==> src/rtl/posit_stream_checker_sync_fifo.sv <==
// Small synchronous FIFO holding golden results until the matching DUT result arrives.
// Pointers carry one extra MSB so full and empty can be told apart when the low bits match.
module sync_fifo #(
  parameter int W     = 32,
  parameter int DEPTH = 8
) (
  input  logic                     clk,
  input  logic                     rst,
  input  logic                     clr,
  input  logic                     push,
  input  logic                     pop,
  input  logic [W-1:0]             wdata,
  output logic [W-1:0]             rdata,
  output logic                     full,
  output logic                     empty,
  output logic [$clog2(DEPTH):0]   count
);

  localparam int AW = $clog2(DEPTH);

  logic [AW:0]  wr_ptr;
  logic [AW:0]  rd_ptr;
  logic [W-1:0] mem [DEPTH];
  logic         do_push;
  logic         do_pop;

  // Status flags and head-of-queue data come straight from the pointer registers.
  always_comb begin
    empty   = (wr_ptr == rd_ptr);
    full    = (wr_ptr[AW] != rd_ptr[AW]) && (wr_ptr[AW-1:0] == rd_ptr[AW-1:0]);
    count   = wr_ptr - rd_ptr;
    rdata   = mem[rd_ptr[AW-1:0]];
    do_push = push && !full;
    do_pop  = pop && !empty;
  end

  // Pointer update; clr empties the queue at the start of a new run.
  always_ff @(posedge clk) begin
    if (rst || clr) begin
      wr_ptr <= '0;
      rd_ptr <= '0;
    end else begin
      if (do_push) wr_ptr <= wr_ptr + (AW+1)'(1);
      if (do_pop)  rd_ptr <= rd_ptr + (AW+1)'(1);
    end
  end

  // Storage array; contents need no reset because the pointers gate every read.
  always_ff @(posedge clk) begin
    if (do_push) mem[wr_ptr[AW-1:0]] <= wdata;
  end

endmodule

==> config.mk <==
export PLATFORM = sky130hd
export DESIGN_NAME = sync_fifo
export DESIGN_NICKNAME = d
export VERILOG_FILES = /design/src/rtl/posit_stream_checker_sync_fifo.sv
export SDC_FILE = /design/constraint.sdc
export NUM_CORES = 1
export LEC_CHECK = 0
export ABC_AREA = 1
export CAP_MARGIN = 20
export CORE_ASPECT_RATIO = 2
export CORE_MARGIN = 5
export CORE_UTILIZATION = 45
export CTS_CLUSTER_SIZE = 16
export DETAILED_ROUTE_END_ITERATION = 8
export SYNTH_ARGS = -nofsm -noshare
export SYNTH_HDL_FRONTEND = slang
export SYNTH_SLANG_ARGS = --single-unit
export TNS_END_PERCENT = 50
==> constraint.sdc <==
create_clock -name clk -period 6.6 [get_ports clk]
set_clock_uncertainty 0.1 [all_clocks]
set_input_delay 1.32 -clock clk [delete_from_list [all_inputs] [get_ports clk]]
set_output_delay 1.32 -clock clk [all_outputs]
set_load 0.01 [all_outputs]
# Word-level counts from Yosys, hierarchy flattened
# Memory sizes are Yosys's and may differ from the RTL's. A register that Yosys moved wholly into a read port is not among the register bits.
# Cells that the tools add are included.
# op_classes
addsub	3
eq_ne	3
muxes	4
n_reduce_logical	6
# op_table
operator	count
adder 4 x 1 -> 4 bit (second input constant)	2
two-way mux 3 bit	2
== test 4 bit	1
subtractor 4 bit	1
== test 3 bit	1
logical AND 1 bit	3
zero test 1 bit	2
two-way mux 1 bit	2
logical OR 1 bit	1
!= test 1 bit	1
# word_totals
regBits	8
ram_bits	256
in_bits	37
n_memories	1
# memory_table
name	depth	width	read_ports	rd_clocked_by_memory_dff	wr	line	source
mem	8	32	1	1	1	23	logic [W-1:0] mem [DEPTH];

# Depth between registers and ports, before layout
# Gate-level depths: netlist of the first run.
# depth
ltp_word	6
ltp_mapped	9
depth_no_buf	9

# Worst setup path before layout of the first run
# OpenSTA, ideal clock, no wires.
# synth_timing
path_type	input to register
from	in push
to	mem mem[1][0], enable pin
t_arrival_ps	3628
required_time_ps	6039
slack_ps	2411
stages	2
cell_sequence	nand2_2 -> nor3_1
# synth_between
elab_chain_cells	3
# synth_lines
item	line	source
start: declaration	10	input logic push,
logical AND 1 bit	33	do_push = push && !full;
two-way mux 1 bit	50	if (do_push) mem[wr_ptr[AW-1:0]] <= wdata;
two-way mux 1 bit (implied by the code)	50	
end: declaration	23	
# Every way passes these cells.

==> reports/results.tsv, run 1 <==
stage	metric	value	unit
hold_path	Hold WC Path Type	flop to flop	
drt	DRC Markers	0	
clock_network	clock latency on the worst-skew pair	0.50	ns
layout	Finished Cell Area	12500	µm²
synth	syn_area_per_cell	12.1	µm²
clock_network	H-tree levels	1	
clock_network	Root Buffer	clkbuf_16	
layout	Layout area overhead	16.7	%
floorplanning	I/O pin cnt	75	
grt	first-pass GRT wire length	35400	µm
synth	most common cell in the synthesized netlist	edfxtp_1	
synth	share of the synthesized area in the top cell type	0.719	
timing	post-route clock period utilization	0.723	
floorplanning	core area	23600	µm²
critical_path	R2R depth	10	
place	Final HPWL DP	12400	µm
timing	f_max	209	MHz
power_and_ir_drop	maximum vdd ir drop	0.227	mV
timing	Final Setup Violations	0	
critical_path	critical path type	flop to output pin	
synth	Distinct cells, synth	24	
critical_path	most frequent cell on the critical path	nand2_1	
clock_network	post-CTS sizing	0	
synth	Cell Area, Synth	10700	µm²
timing	Fin. Hold Viols	0	
floorplanning	die width	119	µm
floorplanning	Starting Density	0.453	
critical_path	CP startpoint kind	flop	
synth	most frequent cells after synthesis	edfxtp_1, nor2_1, o21ai_0, nand2_1, o21ai_1	
synth	Post-Syn Instances	887	
grt	antenna violations before repair	0	
clock_network	CTS hold repair buffers	0	
floorplanning	die area	27100	µm²
grt	GRT Overall Usage	0.161	
layout	layout cells sized above 1	0.0599	
timing	final hold slack	0.414	ns
critical_path	Critical Path AT	3.35	ns
critical_path	slowest CP cell	inv_4	
synth	ranking of synthesized cells by area	edfxtp_1, nor2_1, o21ai_0, nand2_1, o21ai_1	
job	max-cap viol count	0	
drt	Routed WL	22000	µm
drt	drt first pass iters	4	
critical_path	crit path max fanout	97	
clock_network	post-CTS setup buffers	0	
critical_path	slowest stage delay, CP	0.80	ns
layout	post-layout util	0.529	
critical_path	Cell Chain, Critical Path	inv_4 > buf_4 > nor2_1 > o21ai_0 > nand2_1 > nand2_1 > clkdlybuf4s50_1	
synth	sequential share of the synthesized area	0.739	
place	GPL Wtd Cong	0.788	
synth	Synth Flop Type	edfxtp_1	
timing	fin. max-slew vios	0	
timing	Slew @ Worst Pin	1.03	ns
layout	filler cell count	2031	
drt	WL/cell	17.5	µm
synth	Synth Register Bits	267	
run_status	outcome	finished, final reports clean	
timing	RSZ-0062 raised after global routing	false	
layout	fin nets	993	
synth	Synthesized Nets	930	
clock_network	CTS tree	built	
place	DP Worst Slack	2.40	ns
layout	diode count	0	
critical_path	worst path required time	5.18	ns
layout	Non-Filler Instances	1255	
clock_network	clock sink total	267	
power_and_ir_drop	leakage	4.30	nW
timing	PnR worst setup slack	1.83	ns
synth	Post-synth ARST share	0	
place	dpl cell area	11700	µm²
grt	grt total ovfl	0	
drt	Vias	6584	
drt	Routed Antenna Nets	0	
critical_path	Crit. End Element	output pin	
grt	largest net degree at the start of global routing	99	
place	PortBufs	74	
drt	vias per cell	5.25	
floorplanning	row count	80	
timing	Slew HR	0.309	
timing	Setup TNS	0	ns
power_and_ir_drop	power per cell area	280	nW/µm²
clock_network	Clock Pin Slew Worst Setup and Hold Paths	0.06	ns
grt	vias in the first global route	6483	
power_and_ir_drop	total power	3.50	mW
synth	EDFF count, synth	256	
synth	Synth Warn #	0	
drt	DRT iter0 DRCs	578	
floorplanning	Die H	228	µm
hold_path	hold path cells	2	
place	placed instance count	1211	
clock_network	cts bufs inserted	24	
synth	Synth area leader	edfxtp_1	
timing	post-layout min period	4.77	ns
clock_network	CTS Buffer Depth	3	
[placed cells by master (no fill, tap or decap), types with 2 or more instances in the layout]
master           Yosys  routed
clkbuf_1            20       5
clkinv_2             0       2
clkdlybuf4s50_1      0      74
o21ai_0            133     133
nor2_4               0       5
ha_1                 5       5
xor2_1               3       3
nand4_1              2       2
nand3_1              6       6
a21oi_1              6       6
buf_16               0       2
bufinv_16            0       3
o21ai_1             64      64
edfxtp_1           256     256
dfxtp_4              0       2
nand2_1            119     119
nor2_1             209     204
clkbuf_16            0      25
buf_4                5      11
dfxtp_1             11       8
clkinv_1             0       7
inv_1               17      16
nor3_2               0       3
[kinds of logic (layout without fill, tap and decap cells)]
group | after synthesis | after routing | synth area share
buffers and inverters | 67 | 148 | 0.0338
XOR/XNOR | 4 | 4 | 0.00328
flip-flops | 267 | 267 | 0.739
adder cells (fa/ha/maj) | 6 | 6 | 0.00772
AO/OA/AOI/OAI | 203 | 203 | 0.0950
AND/OR/NAND/NOR | 340 | 340 | 0.121
[critical path, delay by kind of cell, from the launching register on]
kind            cells  cell delay [ns]
flops               1             0.53
buf+inv             3             1.78
compound gates      1             0.23
simple gates        3             0.26
[worst paths after layout]
| check | from | to | slack (ns) |
|---|---|---|---|
| max reg2reg | wr_ptr[0] | mem[2][3] | 3.47 |
| max | flop | rdata[23] | 1.83 |
| min reg2reg | wr_ptr[3] | wr_ptr[3] | 0.41 |
| min | wr_ptr[3] | wr_ptr[3] | 0.41 |
[layout make-up]
class / instances / area, µm² / area share
clock inverter: 14 / 143 / 0.0114
tap: 287 / 359 / 0.0288
timing repair buffer: 87 / 878 / 0.0703
clock buffer: 30 / 644 / 0.0516
inverter: 17 / 66.3 / 0.00531
multi-input combinational: 553 / 2480 / 0.199
sequential: 267 / 7920 / 0.634
[power breakdown]
group          total (mW)  leakage (nW)  internal [mW]  switching [mW]
Sequential           1.90          2.42           1.88          0.0163
Combinational       0.215          1.50         0.0936           0.121
Clock                1.39         0.379          0.809           0.579
Total                3.50          4.30           2.78           0.716
[flip-flops by register name (all words and copies together) (netlist names), named ones only]
signal and cells:
rd_ptr 4, mem 256, wr_ptr 4
[routing by layer]
layer	share of wire	wire length, µm	track usage
met1	0.43	9480	0.218
met2	0.51	11100	0.273
met3	0.041	909	0.0235
met4	0.020	430	0.0381
met5	0	0	0
Note: power is estimated with default switching activity, not from simulation.
==> run 2, diff against run 1 <==
Clock period 6.6 ns to 4.65 ns, I/O delays scaled along.
==> reports/results.tsv, run 2 (synthesis gave the netlist of run 1 again) <==
stage	metric	value	unit	change
run_status	outcome	finished, final reports clean		
power_and_ir_drop	Comb power frac	0.064		+0.003
critical_path	worst path required time	3.62	ns	-1.56 ns
clock_network	clock sink total	267		unchanged
grt	vias in the first global route	6536		+0.82%
place	dpl cell area	11700	µm²	+0.41%
drt	Routed WL	23100	µm	+5.3%
clock_network	post-CTS sizing	0		unchanged
power_and_ir_drop	Reg power frac	0.550		+0.008
timing	fin. max-slew vios	0		unchanged
clock_network	H-tree levels	1		unchanged
job	max-cap viol count	0		unchanged
floorplanning	die width	119	µm	unchanged
clock_network	CTS hold repair buffers	0		unchanged
timing	Slew HR	0.372		+0.0634
timing	RSZ-0062 raised after global routing	false		
clock_network	Clock Pin Slew Worst Setup and Hold Paths	0.06	ns	about the same
hold_path	Worst Hold End	rd_ptr[3]		
power_and_ir_drop	Sw Pwr	1.00	mW	+40%
place	Final HPWL DP	13000	µm	+5.1%
critical_path	buffer and inverter count on the worst path	3		unchanged
power_and_ir_drop	power per cell area	391	nW/µm²	+40%
layout	diode count	0		unchanged
critical_path	slowest stage delay, CP	0.54	ns	-0.26 ns
critical_path	crit path max fanout	61		-37%
hold_path	hold path cells	2		unchanged
layout	fin nets	997		+0.40%
critical_path	CP delay by family, top	buffers and inverters		
clock_network	cts bufs inserted	23		-4.2%
critical_path	Worst R2R Setup Slack	1.66	ns	-1.81 ns
power_and_ir_drop	Sw Ratio	0.205		+0.000448
drt	DRT iter0 DRCs	410		-29%
critical_path	RR Startpoint	wr_ptr[0]		
power_and_ir_drop	P_int	3.88	mW	+39%
floorplanning	row count	80		unchanged
hold_path	Hold WC Path Type	flop to flop		
timing	post-route clock period utilization	0.834		
floorplanning	Die H	228	µm	unchanged
grt	grt total ovfl	0		unchanged
critical_path	CP startpoint kind	flop		
floorplanning	I/O pin cnt	75		unchanged
grt	antenna violations before repair	0		unchanged
timing	Slew @ Worst Pin	0.937	ns	-0.0978 ns
clock_network	Root Buffer	clkbuf_16		
drt	vias per cell	5.28		+0.72%
critical_path	Critical Path AT	2.85	ns	-0.50 ns
grt	first-pass GRT wire length	36200	µm	+2.2%
critical_path	most frequent cell on the critical path	nand2_1		
critical_path	slowest CP cell	clkdlybuf4s50_1		
layout	post-layout util	0.528		about the same
drt	Vias	6637		+0.80%
floorplanning	core area	23600	µm²	unchanged
drt	WL/cell	18.4	µm	+5.2%
layout	commonest non-fill, non-tap cell in the layout	edfxtp_1		
power_and_ir_drop	leakage	4.30	nW	+0.20%
clock_network	CTS tree	built		
critical_path	critical path type	flop to output pin		
timing	final hold slack	0.415	ns	+0.000757 ns
drt	DRC Markers	0		unchanged
power_and_ir_drop	Clk network pwr share	0.385		-0.012
critical_path	Cell Chain, Critical Path	inv_4 > buf_4 > o21ai_0 > o21ai_1 > nand2_1 > nand2_1 > clkdlybuf4s50_1		
clock_network	CTS Buffer Depth	3		unchanged
layout	Finished Cell Area	12500	µm²	about the same
grt	GRT Overall Usage	0.167		+0.00640
place	GPL Wtd Cong	0.752		-4.5%
timing	Setup TNS	0	ns	unchanged
floorplanning	die area	27100	µm²	unchanged
grt	largest net degree at the start of global routing	100		+1.0%
layout	max reg flops	256		unchanged
clock_network	post-CTS setup buffers	0		unchanged
timing	Final Setup Violations	0		unchanged
place	PortBufs	74		unchanged
critical_path	R2R depth	10		unchanged
floorplanning	Starting Density	0.453		unchanged
power_and_ir_drop	maximum vdd ir drop	0.319	mV	+40%
critical_path	worst r2r dst	mem[4][24]		
timing	f_max	258	MHz	
drt	Routed Antenna Nets	0		unchanged
layout	layout cells sized above 1	0.0681		+0.00819
clock_network	clock latency on the worst-skew pair	0.49	ns	about the same
layout	most used cells in the layout excluding fill and tap cells	edfxtp_1, nor2_1, o21ai_0, nand2_1, clkdlybuf4s50_1		
hold_path	hold_sp	rd_ptr[3]		
timing	Fin. Hold Viols	0		unchanged
layout	Layout area overhead	16.7	%	about the same
timing	post-layout min period	3.88	ns	
critical_path	Crit. End Element	output pin		
drt	drt first pass iters	5		+1
-- run 2: per-layer routing --
metal / up-vias / global-route usage / wire length, µm
met5: - / 0 / 0
met4: 0 / 0.0316 / 230
met3: 14 / 0.0208 / 829
met2: 125 / 0.298 / 12100
met1: 3263 / 0.220 / 10000
li1: 3235 / - / -
-- run 2: metrics by stage --
step	worst slack, ns	power [mW]	std cells
floorplan	0.714	2.89	887
global placement	1.30	3.05	1216
detailed placement	1.31	3.06	1216
CTS	0.771	4.94	1256
global route	0.564	5.07	1256
finish	0.773	4.88	1256
-- run 2: area by class of cell --
type	instances	area, µm²
Fill cell	2047	11100
Clock inverter	13	145
Timing Repair Buffer	92	926
Tap cell	287	359
Multi-Input combinational cell	553	2480
Sequential cell	267	7920
Inverter	17	66.3
Clock buffer	27	591
-- run 2: worst min-delay path, cell delays in order (launching register included) --
cell and delay, ns:
dfxtp_1 0.34, nand2_1 0.07, a21oi_1 0.05
-- run 2: worst max-delay path by stage --
| stage | endpoint | slack, ns | cells past startpoint | from |
|---|---|---|---|---|
| 6_report | rdata[7] | 0.77 | 7 | flop |
| 4_1_cts | rdata[20] | 0.77 | 6 | flop |
| 3_3_place_gp | rdata[20] | 1.30 | 6 | flop |
| 3_5_place_dp | rdata[20] | 1.31 | 6 | flop |
| 5_1_grt | rdata[19] | 0.56 | 7 | flop |
| 2_1_floorplan | mem[1][0] | 0.71 | 7 | wr_ptr[0] |
-- run 2: power groups by stage --
stage               Sequential (mW)  Clock, mW  Combinational [mW]
floorplan                      2.73          0               0.160
global placement               2.74          0               0.315
detailed placement             2.74          0               0.318
CTS                            2.69       1.93               0.320
global route                   2.69       2.03               0.350
finish                         2.69       1.88               0.314
==> run 3, diff against run 2 <==
Clock period 4.65 ns to 3.7 ns, I/O delays scaled along.
==> reports/results.tsv, run 3 (synthesis gave the netlist of run 1 again) <==
stage	metric	value	unit	change
job	max-cap viol count	0		unchanged
clock_network	CTS Buffer Depth	3		unchanged
power_and_ir_drop	leakage	4.33	nW	+0.54%
place	PortBufs	74		unchanged
critical_path	Cell Chain, Critical Path	inv_4 > buf_4 > nor2_1 > o21ai_0 > nand2_1 > nand2_1 > clkdlybuf4s50_1		
critical_path	Setup crit end	rdata[17]		
clock_network	cts bufs inserted	24		+4.3%
critical_path	Critical Path AT	2.64	ns	-0.21 ns
layout	diode count	0		unchanged
layout	register area	7920	µm²	unchanged
clock_network	clock latency on the worst-skew pair	0.50	ns	about the same
place	GPL Wtd Cong	0.766		+1.8%
critical_path	R2R depth	10		unchanged
critical_path	RR Startpoint	wr_ptr[0]		
timing	PnR worst setup slack	0.223	ns	-0.550 ns
clock_network	CTS tree	built		
place	dpl cell area	11800	µm²	+0.28%
layout	Layout area overhead	17.2	%	
layout	Finished Cell Area	12500	µm²	+0.45%
layout	fin nets	999		+0.20%
drt	vias per cell	5.25		-0.58%
hold_path	Hold WC Path Type	flop to flop		
timing	post-route clock period utilization	0.940		
floorplanning	Die H	228	µm	unchanged
grt	grt total ovfl	0		unchanged
critical_path	most frequent cell on the critical path	nand2_1		
floorplanning	core area	23600	µm²	unchanged
floorplanning	die width	119	µm	unchanged
timing	Fin. Hold Viols	0		unchanged
layout	layout cells sized above 1	0.0669		-0.00117
critical_path	slowest stage delay, CP	0.56	ns	+0.02 ns
clock_network	CTS hold repair buffers	0		unchanged
timing	Final Setup Violations	0		unchanged
drt	Routed WL	21900	µm	-5.2%
critical_path	Crit. End Element	output pin		
floorplanning	Starting Density	0.453		unchanged
power_and_ir_drop	maximum vdd ir drop	0.393	mV	+23%
critical_path	CP Depth	7		unchanged
grt	largest net degree at the start of global routing	113		+13%
place	DP Worst Slack	0.705	ns	-0.606 ns
clock_network	post-CTS sizing	0		unchanged
timing	RSZ-0062 raised after global routing	false		
drt	DRC Markers	0		unchanged
grt	antenna violations before repair	0		unchanged
critical_path	CP delay by family, top	buffers and inverters		
timing	Slew HR	0.560		+0.187
clock_network	Root Buffer	clkbuf_16		
timing	fin. max-slew vios	0		unchanged
drt	DRT iter0 DRCs	425		+3.7%
clock_network	H-tree levels	1		unchanged
grt	vias in the first global route	6452		-1.3%
run_status	outcome	finished, final reports clean		
floorplanning	I/O pin cnt	75		unchanged
grt	GRT Overall Usage	0.158		-0.00872
place	Final HPWL DP	12500	µm	-4.1%
drt	WL/cell	17.4	µm	-5.3%
critical_path	CP startpoint kind	flop		
floorplanning	die area	27100	µm²	unchanged
clock_network	Clock Pin Slew Worst Setup and Hold Paths	0.06	ns	about the same
drt	drt first pass iters	4		-1
floorplanning	row count	80		unchanged
power_and_ir_drop	power per cell area	490	nW/µm²	+25%
hold_path	hold path cells	2		unchanged
layout	most used cells in the layout excluding fill and tap cells	edfxtp_1, nor2_1, o21ai_0, nand2_1, clkdlybuf4s50_1		
clock_network	post-CTS setup buffers	0		unchanged
critical_path	slowest CP cell	clkdlybuf4s50_1		
critical_path	Worst R2R Setup Slack	0.88	ns	-0.78 ns
timing	Slew @ Worst Pin	0.659	ns	-0.278 ns
clock_network	clock sink total	267		unchanged
timing	f_max	288	MHz	
critical_path	buffer and inverter count on the worst path	3		unchanged
drt	Vias	6609		-0.42%
critical_path	worst r2r dst	mem[6][31]		
layout	area of the multi-input gates	2480	µm²	unchanged
layout	max reg flops	256		unchanged
layout	commonest non-fill, non-tap cell in the layout	edfxtp_1		
drt	Routed Antenna Nets	0		unchanged
layout	filler cell count	2037		-0.49%
critical_path	critical path type	flop to output pin		
critical_path	crit path max fanout	42		-31%
grt	first-pass GRT wire length	34700	µm	-4.1%
critical_path	worst path required time	2.86	ns	-0.76 ns
timing	post-layout min period	3.48	ns	
-- run 3: cell count changes in the layout (fill, tap and decap cells not counted), sizes merged --
cell      before  now
inv           18   17
clkinv         8    3
clkinvlp       1    0
buf           18   19
clkbuf        27   38
bufinv         3    0
-- run 3: worst min-delay path: stages, from the launching register on --
cell and delay, ns:
dfxtp_1 0.34, nand2_1 0.07, a21oi_1 0.06
-- run 3: layout make-up --
cell class / instances / share of cell area
clock buffer: 38 / 0.0595
inverter: 17 / 0.00529
multi-input combinational: 553 / 0.198
timing repair buffer: 93 / 0.0764
clock inverter: 3 / 0.00110
tap: 287 / 0.0286
sequential: 267 / 0.631
-- run 3: metal layers --
| layer | wire, µm | global-route usage | vias to the layer above |
|---|---|---|---|
| met5 | 0 | 0 | - |
| met4 | 384 | 0.0432 | 0 |
| met3 | 816 | 0.0235 | 23 |
| met2 | 11100 | 0.271 | 130 |
| met1 | 9660 | 0.211 | 3222 |
| li1 | - | - | 3234 |
-- run 3: worst min-delay path by stage --
stage,startpoint,end,slack [ns]
after CTS,rd_ptr[3],rd_ptr[3],0.42
after global placement,rd_ptr[3],rd_ptr[3],0.41
final,rd_ptr[3],rd_ptr[3],0.42
after global routing,rd_ptr[3],rd_ptr[3],0.44
after detailed placement,rd_ptr[3],rd_ptr[3],0.41
after floorplan,wr_ptr[3],wr_ptr[3],0.38
-- run 3: power breakdown --
group          internal, mW  switching, mW  leakage [nW]
logic                 0.172          0.229          1.54
clock network          1.37          0.994         0.374
registers              3.35         0.0197          2.42
total                  4.90           1.24          4.33
-- run 3: per-stage QoR --
| step | utilization | hold WS [ns] | power (mW) | setup TNS (ns) | std cells |
|---|---|---|---|---|---|
| 2_1_floorplan | - | 0.383 | 3.63 | -22.62 | 887 |
| 5_1_grt | 0.531 | 0.440 | 6.39 | 0 | 1258 |
| 3_3_place_gp | 0.499 | 0.407 | 3.84 | 0 | 1217 |
| 3_5_place_dp | 0.499 | 0.409 | 3.84 | 0 | 1217 |
| 6_report | 0.531 | 0.415 | 6.14 | 0 | 1258 |
| 4_1_cts | 0.531 | 0.418 | 6.22 | 0 | 1258 |
